`config.mk`:
```
export PLATFORM = sky130hd
export DESIGN_NAME = memory_access_flat
export DESIGN_NICKNAME = d
export VERILOG_FILES = /design/src/rtl/memory_access_if.sv /design/src/rtl/memory_access.sv /design/src/flat_wrapper.sv
export SDC_FILE = /design/constraint.sdc
export NUM_CORES = 1
export LEC_CHECK = 0
export ABC_AREA = 1
export ABC_CLOCK_PERIOD_IN_PS = 8200
export BUFFER_PORTS_ARGS = -buffer_cell sky130_fd_sc_hd__buf_2
export CAP_MARGIN = 20
export CORE_MARGIN = 4
export CORE_UTILIZATION = 50
export DETAILED_ROUTE_END_ITERATION = 10
export PLACE_DENSITY = 0.78
export SETUP_SLACK_MARGIN = 0.2
export SYNTH_ARGS = -nofsm -noshare
export SYNTH_HDL_FRONTEND = slang
export SYNTH_SLANG_ARGS = --single-unit
```
`constraint.sdc`:
```
create_clock -name clock -period 8.2 [get_ports clock]
set_clock_uncertainty 0.05 [all_clocks]
set_input_delay 0.41 -clock clock [delete_from_list [all_inputs] [get_ports clock]]
set_output_delay 0.41 -clock clock [all_outputs]
set_load 0.1 [all_outputs]
```
`src/rtl/memory_access_if.sv`:
```
// Data-memory bus between the memory stage and the data memory.
// The stage drives the request side; the memory returns read data with a one-cycle ack.
interface memory_access_if;
    logic        mem_req;
    logic        mem_we;
    logic [31:0] mem_addr;
    logic [31:0] mem_wdata;
    logic [3:0]  mem_wstrb;
    logic [31:0] mem_rdata;
    logic        mem_ack;

    modport master (
        output mem_req, mem_we, mem_addr, mem_wdata, mem_wstrb,
        input  mem_rdata, mem_ack
    );

    modport slave (
        input  mem_req, mem_we, mem_addr, mem_wdata, mem_wstrb,
        output mem_rdata, mem_ack
    );
endinterface

```
`src/rtl/memory_access.sv`:
```
// Memory stage between execute and writeback: ALU pass-through, loads and stores
// over a req/ack bus with lane steering, extension, misalign check and timeout.
module memory_access #(
    parameter int unsigned MEM_TIMEOUT = 16
) (
    input  logic               clock,
    input  logic               reset,
    input  logic               valid_in,
    input  logic [31:0]        data_result_in,
    input  logic [31:0]        store_data_in,
    input  logic [2:0]         funct3_in,
    input  logic               is_load_in,
    input  logic               is_store_in,
    input  logic [4:0]         reg_dest_in,
    input  logic               write_enable_in,
    output logic               stall_out,
    memory_access_if.master    bus,
    output logic [31:0]        data_result,
    output logic [4:0]         reg_dest_out,
    output logic               write_enable_out,
    output logic               valid_out,
    output logic               access_fault,
    output logic               timeout_fault
);

    typedef enum logic {IDLE, WAIT} state_t;

    localparam logic [7:0] TO_LAST = 8'(MEM_TIMEOUT - 1);

    state_t      state, state_n;
    logic [7:0]  cnt, cnt_n;
    logic [1:0]  op_off, op_off_n;
    logic [2:0]  op_f3, op_f3_n;
    logic [4:0]  op_rd, op_rd_n;
    logic        op_we, op_we_n;

    logic        req_q, req_n;
    logic        we_q, we_n;
    logic [31:0] addr_q, addr_n;
    logic [31:0] wdata_q, wdata_n;
    logic [3:0]  wstrb_q, wstrb_n;

    logic [31:0] data_n;
    logic [4:0]  rd_n;
    logic        wen_n, valid_n, af_n, tf_n;

    logic        bad_f3, misalign, illegal;
    logic [31:0] lane_wdata;
    logic [3:0]  lane_wstrb;
    logic [31:0] shifted, load_val;

    assign stall_out     = (state == WAIT);
    assign bus.mem_req   = req_q;
    assign bus.mem_we    = we_q;
    assign bus.mem_addr  = addr_q;
    assign bus.mem_wdata = wdata_q;
    assign bus.mem_wstrb = wstrb_q;

    // Classify the incoming load/store and build its store lanes
    always_comb begin
        bad_f3 = 1'b0;
        if (is_store_in) begin
            bad_f3 = !(funct3_in inside {3'b000, 3'b001, 3'b010});
        end else begin
            bad_f3 = !(funct3_in inside {3'b000, 3'b001, 3'b010, 3'b100, 3'b101});
        end
        misalign = ((funct3_in[1:0] == 2'b01) && data_result_in[0])
                || ((funct3_in[1:0] == 2'b10) && (data_result_in[1:0] != 2'b00));
        illegal  = (is_load_in && is_store_in) || bad_f3 || misalign;

        lane_wdata = store_data_in;
        lane_wstrb = 4'b1111;
        unique case (funct3_in[1:0])
            2'b00: begin
                lane_wdata = {4{store_data_in[7:0]}};
                lane_wstrb = 4'b0001 << data_result_in[1:0];
            end
            2'b01: begin
                lane_wdata = {2{store_data_in[15:0]}};
                lane_wstrb = 4'b0011 << {data_result_in[1], 1'b0};
            end
            default: begin
                lane_wdata = store_data_in;
                lane_wstrb = 4'b1111;
            end
        endcase
    end

    // Align returned read data to bit 0 and extend it by the latched size/sign
    always_comb begin
        shifted  = bus.mem_rdata >> {op_off, 3'b000};
        load_val = shifted;
        unique case (op_f3)
            3'b000:  load_val = {{24{shifted[7]}}, shifted[7:0]};
            3'b001:  load_val = {{16{shifted[15]}}, shifted[15:0]};
            3'b100:  load_val = {24'h0, shifted[7:0]};
            3'b101:  load_val = {16'h0, shifted[15:0]};
            default: load_val = shifted;
        endcase
    end

    // Next-state and next-output decision for the IDLE/WAIT controller
    always_comb begin
        state_n  = state;
        cnt_n    = cnt;
        op_off_n = op_off;
        op_f3_n  = op_f3;
        op_rd_n  = op_rd;
        op_we_n  = op_we;
        req_n    = req_q;
        we_n     = we_q;
        addr_n   = addr_q;
        wdata_n  = wdata_q;
        wstrb_n  = wstrb_q;
        data_n   = data_result;
        rd_n     = reg_dest_out;
        wen_n    = 1'b0;
        valid_n  = 1'b0;
        af_n     = 1'b0;
        tf_n     = 1'b0;

        unique case (state)
            IDLE: begin
                if (valid_in) begin
                    if (!is_load_in && !is_store_in) begin
                        data_n  = data_result_in;
                        rd_n    = reg_dest_in;
                        wen_n   = write_enable_in;
                        valid_n = 1'b1;
                    end else if (illegal) begin
                        af_n    = 1'b1;
                        valid_n = 1'b1;
                    end else begin
                        state_n  = WAIT;
                        cnt_n    = 8'd0;
                        req_n    = 1'b1;
                        we_n     = is_store_in;
                        addr_n   = {data_result_in[31:2], 2'b00};
                        wdata_n  = is_store_in ? lane_wdata : 32'h0;
                        wstrb_n  = is_store_in ? lane_wstrb : 4'b0000;
                        op_off_n = data_result_in[1:0];
                        op_f3_n  = funct3_in;
                        op_rd_n  = reg_dest_in;
                        op_we_n  = write_enable_in && is_load_in;
                    end
                end
            end
            WAIT: begin
                if (bus.mem_ack) begin
                    state_n = IDLE;
                    req_n   = 1'b0;
                    valid_n = 1'b1;
                    rd_n    = op_rd;
                    if (!we_q) begin
                        data_n = load_val;
                        wen_n  = op_we;
                    end
                end else if (cnt == TO_LAST) begin
                    state_n = IDLE;
                    req_n   = 1'b0;
                    valid_n = 1'b1;
                    tf_n    = 1'b1;
                end else begin
                    cnt_n = cnt + 8'd1;
                end
            end
            default: state_n = IDLE;
        endcase
    end

    // State, bus and writeback registers; reset abandons any pending access
    always_ff @(posedge clock or posedge reset) begin
        if (reset) begin
            state            <= IDLE;
            cnt              <= 8'd0;
            op_off           <= 2'b00;
            op_f3            <= 3'b000;
            op_rd            <= 5'd0;
            op_we            <= 1'b0;
            req_q            <= 1'b0;
            we_q             <= 1'b0;
            addr_q           <= 32'h0;
            wdata_q          <= 32'h0;
            wstrb_q          <= 4'b0000;
            data_result      <= 32'h0;
            reg_dest_out     <= 5'd0;
            write_enable_out <= 1'b0;
            valid_out        <= 1'b0;
            access_fault     <= 1'b0;
            timeout_fault    <= 1'b0;
        end else begin
            state            <= state_n;
            cnt              <= cnt_n;
            op_off           <= op_off_n;
            op_f3            <= op_f3_n;
            op_rd            <= op_rd_n;
            op_we            <= op_we_n;
            req_q            <= req_n;
            we_q             <= we_n;
            addr_q           <= addr_n;
            wdata_q          <= wdata_n;
            wstrb_q          <= wstrb_n;
            data_result      <= data_n;
            reg_dest_out     <= rd_n;
            write_enable_out <= wen_n;
            valid_out        <= valid_n;
            access_fault     <= af_n;
            timeout_fault    <= tf_n;
        end
    end

endmodule
```
`src/flat_wrapper.sv`:
```
// flat-port wrapper written by rule: the top's interface ports become plain ports
module memory_access_flat 
#(
    parameter int unsigned MEM_TIMEOUT = 16
)
  (clock, reset, valid_in, data_result_in, store_data_in, funct3_in, is_load_in, is_store_in, reg_dest_in, write_enable_in, stall_out, data_result, reg_dest_out, write_enable_out, valid_out, access_fault, timeout_fault, bus_mem_req, bus_mem_we, bus_mem_addr, bus_mem_wdata, bus_mem_wstrb, bus_mem_rdata, bus_mem_ack);
  memory_access_if bus_i ();
  input  logic clock;
  input  logic reset;
  input  logic valid_in;
  input  logic [31:0] data_result_in;
  input  logic [31:0] store_data_in;
  input  logic [2:0] funct3_in;
  input  logic is_load_in;
  input  logic is_store_in;
  input  logic [4:0] reg_dest_in;
  input  logic write_enable_in;
  output logic stall_out;
  output logic [31:0] data_result;
  output logic [4:0] reg_dest_out;
  output logic write_enable_out;
  output logic valid_out;
  output logic access_fault;
  output logic timeout_fault;
  output wire logic [$bits(bus_i.mem_req)-1:0] bus_mem_req;
  output wire logic [$bits(bus_i.mem_we)-1:0] bus_mem_we;
  output wire logic [$bits(bus_i.mem_addr)-1:0] bus_mem_addr;
  output wire logic [$bits(bus_i.mem_wdata)-1:0] bus_mem_wdata;
  output wire logic [$bits(bus_i.mem_wstrb)-1:0] bus_mem_wstrb;
  input wire logic [$bits(bus_i.mem_rdata)-1:0] bus_mem_rdata;
  input wire logic [$bits(bus_i.mem_ack)-1:0] bus_mem_ack;
  assign bus_mem_req = bus_i.mem_req;
  assign bus_mem_we = bus_i.mem_we;
  assign bus_mem_addr = bus_i.mem_addr;
  assign bus_mem_wdata = bus_i.mem_wdata;
  assign bus_mem_wstrb = bus_i.mem_wstrb;
  assign bus_i.mem_rdata = bus_mem_rdata;
  assign bus_i.mem_ack = bus_mem_ack;
  memory_access #(.MEM_TIMEOUT(MEM_TIMEOUT)) u_core (.clock(clock), .reset(reset), .valid_in(valid_in), .data_result_in(data_result_in), .store_data_in(store_data_in), .funct3_in(funct3_in), .is_load_in(is_load_in), .is_store_in(is_store_in), .reg_dest_in(reg_dest_in), .write_enable_in(write_enable_in), .stall_out(stall_out), .bus(bus_i), .data_result(data_result), .reg_dest_out(reg_dest_out), .write_enable_out(write_enable_out), .valid_out(valid_out), .access_fault(access_fault), .timeout_fault(timeout_fault));
endmodule
```
Word-level counts from Yosys, hierarchy flattened
Cells that the tools add are included.
{"block": "word_totals", "word_cells": 115, "output_inout_bits": 112, "ff_bits": 129, "input_bits": 111}
{"block": "classes", "n_bitwise": 3, "n_eq_ne": 19, "add_sub_neg": 1, "n_reduce_logical": 23, "n_mux": 49, "shift": 3}
{"cell": "32-bit two-way mux", "n": 5}
{"cell": "32-bit case mux with 2 select lines", "n": 2}
{"cell": "32-bit case mux with 4 select lines", "n": 1}
{"cell": "8-bit two-way mux", "n": 5}
{"cell": "32-bit by 5-bit right shift with 32-bit output", "n": 1}
{"cell": "1-bit two-way mux", "n": 25}
{"cell": "8-bit case mux with 2 select lines", "n": 1}
{"cell": "5-bit two-way mux", "n": 3}
{"cell": "2-bit != test (second input constant)", "n": 7}
{"cell": "3-bit == test (second input constant)", "n": 4}
{"cell": "4-bit AND reduction", "n": 3}
{"cell": "5-bit case mux with 2 select lines", "n": 1}
{"cell": "8-bit by 1-bit adder with 8-bit output (second input constant)", "n": 1}
{"cell": "8-bit by 4-bit == test with 1-bit output (second input constant)", "n": 1}
{"cell": "1-bit case mux with 2 select lines", "n": 4}
{"cell": "4-bit case mux with 2 select lines", "n": 1}
{"cell": "3-bit by 1-bit == test with 1-bit output (second input constant)", "n": 2}
{"cell": "3-bit zero test", "n": 2}
{"cell": "1-bit logical AND", "n": 5}
{"cell": "5-bit AND reduction", "n": 1}
{"cell": "5-bit nonzero test", "n": 1}
{"cell": "1-bit zero test", "n": 4}
{"cell": "4-bit two-way mux", "n": 1}
{"cell": "1-bit by 2-bit left shift with 4-bit output (first input constant)", "n": 1}
{"cell": "other kinds (12)", "n": 16}

Longest topological paths before layout
Gate-level depths: netlist of run 1.
{"block": "depth", "depth_word": 10, "depth_mapped": 10, "ltp_nobuf": 8}

Worst setup path after synthesis of run 1
Ideal clock, no wire load.
{"block": "synth_timing", "kind": "flip-flop to flip-flop", "from": "register u_core.state, in the netlist u_core.stall_out", "to": "register u_core.data_result[16]", "required_time_ps": 8030, "arrival_ps": 1937, "stages_incl_launch_ff": 10, "setup_ps": 120, "slack_ps": 6093, "period_less_slack_ps": 2107, "path_buffers": 2, "path_cell_list": "dfrtp_1 -> buf_2 -> inv_2 -> nand2_2 -> nand2_1 -> nand2_1 -> clkbuf_1 -> a21oi_1 -> nand2_1 -> nand2_1"}
{"block": "synth_via", "elab_chain_cells": 3, "word_cells_on_any_way": 7, "classes_between": "eq/ne: 4; mux: 1; bitwise: 1; reduce/logical: 1"}
{"element": "from (decl)", "line_no": "memory_access.sv:30", "source": "state_t state, state_n;"}
{"element": "from (signal assigned)", "line_no": "memory_access.sv:192", "source": "state <= state_n;"}
{"element": "1-bit NOT (no line)"}
{"element": "2-bit by 1-bit != test with 1-bit output (no line) or 2-bit != test (tied branches)"}
{"element": "4-bit AND reduction (no line)"}
{"element": "to (signal assigned)", "line_no": "memory_access.sv:203", "source": "data_result <= data_n;"}
{"element": "to (decl)", "line_no": "memory_access.sv:18", "source": "output logic [31:0] data_result,"}
Several ways; a longest one is shown, not always the timed one.
A chain may end at the register's enable or synchronous reset.

Final worst setup path of run 1
{"block": "layout_timing", "from": "register u_core.state, in the netlist u_core.stall_out", "to": "register u_core.addr_q[25], in the netlist u_core.bus.mem_addr[25]"}
{"block": "layout_via", "elab_chain_cells": 2}
{"element": "1-bit NOT (no line)"}
{"element": "4-bit AND reduction (no line)"}
{"element": "to (signal assigned)", "line_no": "memory_access.sv:200", "source": "addr_q <= addr_n;"}
{"element": "to (decl)", "line_no": "memory_access.sv:39", "source": "logic [31:0] addr_q, addr_n;"}
No other way between the ends.

==> run metrics, run 1 <==
wire length per cell roughly 15 um; H-tree Lvls 4; largest family of logic cells by synthesized area simple AND/OR/NAND/NOR gates; GRT overflow 0; final wirelength ~20,000 um; FF+latch count, synth 129; vias 6,824; Power Dens Cells 400.4 mW/mm2; Max Cap Viol 0; worst setup path start u_core.stall_out; Final GP Congestion 0.9626; die width 125.0 um; Area after DPL 0.007860 mm2; Initial Util between 50 and 60%; number of CTS-inserted buffers 17; critical path required time 8420 ps; share of layout cells above drive strength 1 about a quarter; DRC violations left 0; CP Capture Type register; Mapped Avg Cell Area around 7.3 um2; commonest non-fill, non-tap cells in the layout nand2_1 (419), buf_2 (220), dfrtp_1 (129); compound-cell area share of the yosys netlist roughly a tenth; Synthesis Warnings 0; mux contribution to synthesized area 0%; crit start category register; largest net degree at the start of global routing 80; Final Critical Period 3251 ps; R2R Path End u_core.bus.mem_addr[25]; Worst-Margin Slew ~1000 ps; reg-to-reg critical path startpoint u_core.stall_out; via/cell ratio 5.158; Leak 0.004747 uW; CTS tree yes; clock-pin slew on the worst setup and hold paths approximately 50 ps; Clk Latency, worst-skew pair 410 ps; Final Max Tran Viols 0; initial detailed-routing violation count 626; Max clock buf depth 2; Die H 125.0 um; TNS Setup 0 ps; number of port buffers 220; postcts setup bufs 0; vias in the first global route 6,463; Die ar. 0.01564 mm2; Synth Area in Adders 0.1827%; Yosys cell types 29; core area ~0.013 mm2; Area Growth Syn to Fin 23.60%; I/O pin cnt ~220; sequential fraction of the synthesis area 47.13%; Final period util 39.65%; worst path bufs/invs 2; Setup CP Type register to register; DP HPWL approximately 14,000 um; R2R cell count 7; commonest non-fill, non-tap cell in the layout nand2_1; Hold Vio Cnt, Final 0; met1 wire length 8425 um; Gate Count Post-Synth around 940; initial antenna violation count 3; crit path max fanout between 70 and 80; Max Clock Freq 0.3076 GHz; root buf cell clkbuf_16; relative slew slack 30.24%; Simple-Gate Fraction of Synth Area 33.65%; CTS sink cnt 129; first-pass GRT wire length 32,220 um; outcome completed; xor/xnor share of the synthesized area 0%; CP peak stage delay 750 ps; R2R setup slack 4950 ps; crit path cell chain inv_2, nand2_2, nor2_2, nand3_4, buf_4, nand2_1, o21ai_2; Top Metal Used met5; Worst path top cell family by delay buffers and inverters; hold_buf cts 0; first drt pass iteration count 5; routed wl met3 1589 um; Routed Antenna Nets 0; std cell rows 42; peak supply drop 0.2355 mV; Final setup viols 0; Fillers 1,218; Hold Path Class input pin to async pin; Worst path slowest cell inv_2; mapped cell area 0.006849 mm2; post_cts resized 0; design area 0.008466 mm2; nets 1,245; Arrival @ worst endpoint 3470 ps; DR WL met2 just over 9000 um; RSZ-0062 raised after global routing no; total track usage 25.25%
layer usage:
layer / GRT usage (%) / vias to the layer above
met5: 0 / -
met4: 9.694 / 2
met3: 6.354 / 43
met2: 39.89 / 286
met1: 33.73 / 3142
li1: - / 3351
state kept, by name, indices dropped and copies added, names as in the netlist:
name,flops
u_core.write_enable_out,1
u_core.op_we,1
u_core.bus.mem_we,1
u_core.op_off,2
u_core.bus.mem_wstrb,4
u_core.op_f3,3
u_core.data_result,32
u_core.timeout_fault,1
u_core.bus.mem_addr,30
u_core.reg_dest_out,5
u_core.access_fault,1
u_core.cnt,8
u_core.bus.mem_wdata,32
u_core.op_rd,5
u_core.valid_out,1
u_core.stall_out,1
u_core.bus.mem_req,1
report_power, final:
group / internal [uW] / switching (uW)
combinational: 257 / 1460
sequential: 803 / 110
clock: 486 / 273
layout make-up:
class / count / area, um2 / area share, %
inverters: 62 / 240.2 / 2.838
flip-flops and latches: 129 / 3228 / 38.13
clock inverters: 8 / 102.6 / 1.212
clock buffers: 23 / 498.0 / 5.882
repair buffers: 223 / 1124 / 13.27
multi-input cells: 700 / 3048 / 36.00
well taps: 176 / 220.2 / 2.601
diodes: 2 / 5.005 / 0.05912
how the worst max path moves through the flow:
stage	end	slack (ps)	cells after the start
after detailed placement	u_core.bus.mem_addr[23]	4970	7
after global placement	u_core.bus.mem_addr[17]	5070	7
after floorplan	u_core.access_fault	4300	1
final	u_core.bus.mem_addr[25]	4950	7
after global routing	u_core.bus.mem_addr[25]	4650	7
after CTS	u_core.bus.mem_addr[25]	4950	7
metrics by stage:
| step | utilization (%) | hold slack, ps | total power (uW) | std cells | setup slack (ps) |
|---|---|---|---|---|---|
| finish | 63.42 | 74.43 | 3390 | 1323 | 4949 |
| global route | 63.42 | 130.7 | 3528 | 1323 | 4652 |
| CTS | 63.39 | 103.7 | 3401 | 1321 | 4955 |
| detailed placement | 58.89 | 409.6 | 2635 | 1290 | 4971 |
| global placement | 58.89 | 407.8 | 2618 | 1290 | 5066 |
| floorplan | - | 398.7 | 2344 | 945 | 4299 |
synth_stat cells:
cell type,count,share of area [%]
nand2_1,420,23
dfrtp_1,129,47
nand3_1,69,5.0
nor2_1,65,3.6
inv_1,57,3.1
o21ai_0,45,3.3
a21oi_1,33,2.4
o21ai_2,25,3.2
clkbuf_1,17,0.93
buf_6,12,2.0
buf_2,11,0.80
buf_4,10,1.1
o21ai_1,10,0.73
nor3_1,7,0.51
a31oi_1,5,0.46
nor2_2,5,0.46
buf_1,4,0.22
inv_2,4,0.22
or2_2,3,0.27
nand2_2,2,0.18
nand4_1,2,0.18
o211ai_1,2,0.22
a21oi_2,1,0.13
conb_1,1,0.055
ha_1,1,0.18
inv_4,1,0.091
nand2_4,1,0.16
nand3_4,1,0.26
o22ai_1,1,0.091
logic make-up after synthesis:
logic type | Yosys count
AO/OA/AOI/OAI | 122
flip-flops | 129
buffers and inverters | 116
other | 1
adder cells (fa/ha/maj) | 1
AND/OR/NAND/NOR | 575
Power figures use the tool's default switching activity.
==> run 2, diff against run 1 <==
--- a/config.mk
+++ b/config.mk
@@ -5,14 +5,14 @@
 export SDC_FILE = /design/constraint.sdc
 export NUM_CORES = 1
 export LEC_CHECK = 0
-export ABC_AREA = 1
-export ABC_CLOCK_PERIOD_IN_PS = 8200
+export ABC_AREA = 0
+export ABC_CLOCK_PERIOD_IN_PS = 2640
 export BUFFER_PORTS_ARGS = -buffer_cell sky130_fd_sc_hd__buf_2
 export CAP_MARGIN = 20
 export CORE_MARGIN = 4
-export CORE_UTILIZATION = 50
+export CORE_UTILIZATION = 46
 export DETAILED_ROUTE_END_ITERATION = 10
-export PLACE_DENSITY = 0.78
+export PLACE_DENSITY = 0.76
 export SETUP_SLACK_MARGIN = 0.2
 export SYNTH_ARGS = -nofsm -noshare
 export SYNTH_HDL_FRONTEND = slang
==> constraint.sdc (replaced) <==
create_clock -name clock -period 2.64 [get_ports clock]
set_clock_uncertainty 0.05 [all_clocks]
set_input_delay 0.132 -clock clock [delete_from_list [all_inputs] [get_ports clock]]
set_output_delay 0.132 -clock clock [all_outputs]
set_load 0.1 [all_outputs]
==> run 2 against run 1 <==
Effect of this change: synthesized cell count fell by 34%; flip-flop and latch count did not move; die area rose by 3.1%.
==> run metrics, run 2 <==
outcome completed; Final GP Congestion 0.9329 (-3.1%); Max Cap Viol 0 (unchanged); TNS Setup 0 ps (unchanged); Initial Util 46.89% (-4.4 points); peak supply drop 0.5993 mV (+150%); GR peak layer met2; CTS tree yes; Clk Latency, worst-skew pair 410 ps (about the same); Final Critical Period 2110 ps (-1141 ps); Setup CP Type register to register; met3 Use GR 6.568% (+0.21 points); ys async rst share 100.0% (unchanged); number of CTS-inserted buffers 17 (unchanged); reg-to-reg critical path startpoint u_core.op_off[0]; std cell rows 43 (+2.4%); Max clock buf depth 2 (unchanged); total track usage 25.17% (-0.075 points); most numerous cell in the Yosys netlist dfrtp_1; Yosys cell types 53 (+83%); share of layout cells above drive strength 1 35.76% (+9.7 points); vias in the first global route 5,980 (-7.5%); Arrival @ worst endpoint 2400 ps (-1070 ps); clock-pin slew on the worst setup and hold paths 50 ps (about the same); Power Dens Cells 1200 mW/mm2 (+200%); core area 0.01388 mm2 (+4.0%); FF+latch count, synth 129 (unchanged); Die H 127.0 um (+1.5%); hold wc startpoint store_data_in[14]; Yosys top cell by area dfrtp_1; Final Max Tran Viols 0 (unchanged); nets 994 (-20%); crit start category register; Final setup viols 0 (unchanged); Gate Count Post-Synth 620 (-34%); commonest non-fill, non-tap cells in the layout buf_2 (220), dfrtp_1 (129), o21ai_0 (66); Area after DPL 0.007717 mm2 (-1.8%); CP Capture Type register; final wirelength 20,470 um (+3.7%); largest net degree at the start of global routing 77 (-3.8%); vias 6,049 (-11%); Die ar. 0.01612 mm2 (+3.1%); relative slew slack 31.70% (+1.5 points); I/O pin cnt 223 (unchanged); sequential fraction of the synthesis area 49.60% (+2.5 points); GR Layer Usage met2 41.69% (+1.8 points); die width 127.0 um (+1.5%); wire length per cell 19.07 um (+28%); DRC violations left 0 (unchanged); Area contributors post-synth dfrtp_1 (50%), mux2i_1 (8.6%), mux2_2 (7.6%); crit path max fanout 17 (-78%); H-tree Lvls 4 (unchanged); Leak 0.004211 uW (-11%); Routed Antenna Nets 0 (unchanged); top cells by count, synth dfrtp_1 (129), o21ai_0 (66), nand2_1 (58); DP HPWL 14,080 um (-0.60%); Final period util 79.94% (+40 points); initial detailed-routing violation count 542 (-13%); top-area cell type share of the netlist area 49.60% (+2.5 points); M1 GR Usage 31.57% (-2.2 points); critical path required time 2930 ps (-5490 ps); Max Clock Freq 0.4738 GHz (+54%); GRT overflow 0 (unchanged); Mapped Avg Cell Area 10.50 um2 (+45%); RSZ-0062 raised after global routing no; root buf cell clkbuf_16; Area Growth Syn to Fin 36.51%; commonest non-fill, non-tap cell in the layout buf_2; Hold Vio Cnt, Final 0 (unchanged); Hold Path Class input pin to register; Synthesis Warnings 0 (unchanged); design area 0.008885 mm2 (+5.0%); Worst-Margin Slew 1017 ps (-28.15 ps); CTS sink cnt 129 (unchanged); mapped cell area 0.006509 mm2 (-5.0%); prevailing post-synth register cell dfrtp_1; R2R setup slack 530 ps (-4420 ps); number of port buffers 220 (unchanged); Post-synth EDFFs 0 (unchanged); post_cts resized 0 (unchanged); initial antenna violation count 1 (-2); first drt pass iteration count 5 (unchanged); worst setup path start u_core.op_off[0]; first-pass GRT wire length 31,720 um (-1.6%); via/cell ratio 5.637 (+9.3%)
[run 2: cell type report]
class,count,area (um2)
Antenna cell,1,2.502
Fill cell,1087,4996
Sequential cell,129,3228
Multi-Input combinational cell,432,2988
Clock inverter,7,110.1
Timing Repair Buffer,295,1837
Tap cell,180,225.2
Clock buffer,22,464.2
Inverter,7,30.03
[run 2: final timing paths]
path / depth (start not counted) / end
setup / recovery: 4 / u_core.data_result[31]
hold / removal: 3 / u_core.bus.mem_wdata[14]
setup reg to reg: 4 / u_core.data_result[31]
hold reg to reg: 2 / u_core.data_result[0]
max in group asynchronous: 4 / u_core.bus.mem_addr[18]
min in group asynchronous: 4 / u_core.bus.mem_wdata[0]
[run 2: through the flow]
step	util (%)	instances	hold WS, ps	setup WS, ps	total power [uW]
floorplan	-	621	214.7	391.9	7313
detailed placement	55.60	984	225.5	649.7	8282
CTS	63.99	1072	3.134	601.5	10690
global placement	55.60	984	227.2	684.9	8219
finish	64.01	1073	10.33	529.6	10660
global route	64.01	1073	20.61	433.0	11060
[run 2: report_power, final]
part           internal [uW]  switching (uW)
registers               2510             325
logic                    992            4510
clock network           1510             820
total                   5010            5650
[run 2: worst max-delay path, cell delays in order, from the launching register on]
cell and delay, ps:
dfrtp_1 530, buf_4 290, nor3_1 840, a32oi_1 170, nand3_1 160
[run 2: timing repair]
| item | in CTS | in global routing |
|---|---|---|
| hold endpoints to repair | 198 | 0 |
| buffers inserted | 0 | 0 |
| hold buffers | 59 | 0 |
[run 2: routing by layer]
layer | part of all wire, % | up-vias
met5 | 0 | -
met2 | 48 | 313
met3 | 8.6 | 42
met4 | 2.4 | 0
li1 | - | 2786
met1 | 41 | 2908
[run 2: cell families (layout without fill, tap and decap cells)]
kind of cell    after synthesis  in the layout  share of synthesized area (%)
compound gates              169            169                          16.99
xor+xnor                      4              4                         0.5384
fa+ha+maj                     1              1                         0.1922
buf+inv                      60            331                          4.806
flops                       129            129                          49.60
mux                         104            104                          16.92
other cells                   1              3                        0.05761
simple gates                152            152                          10.90
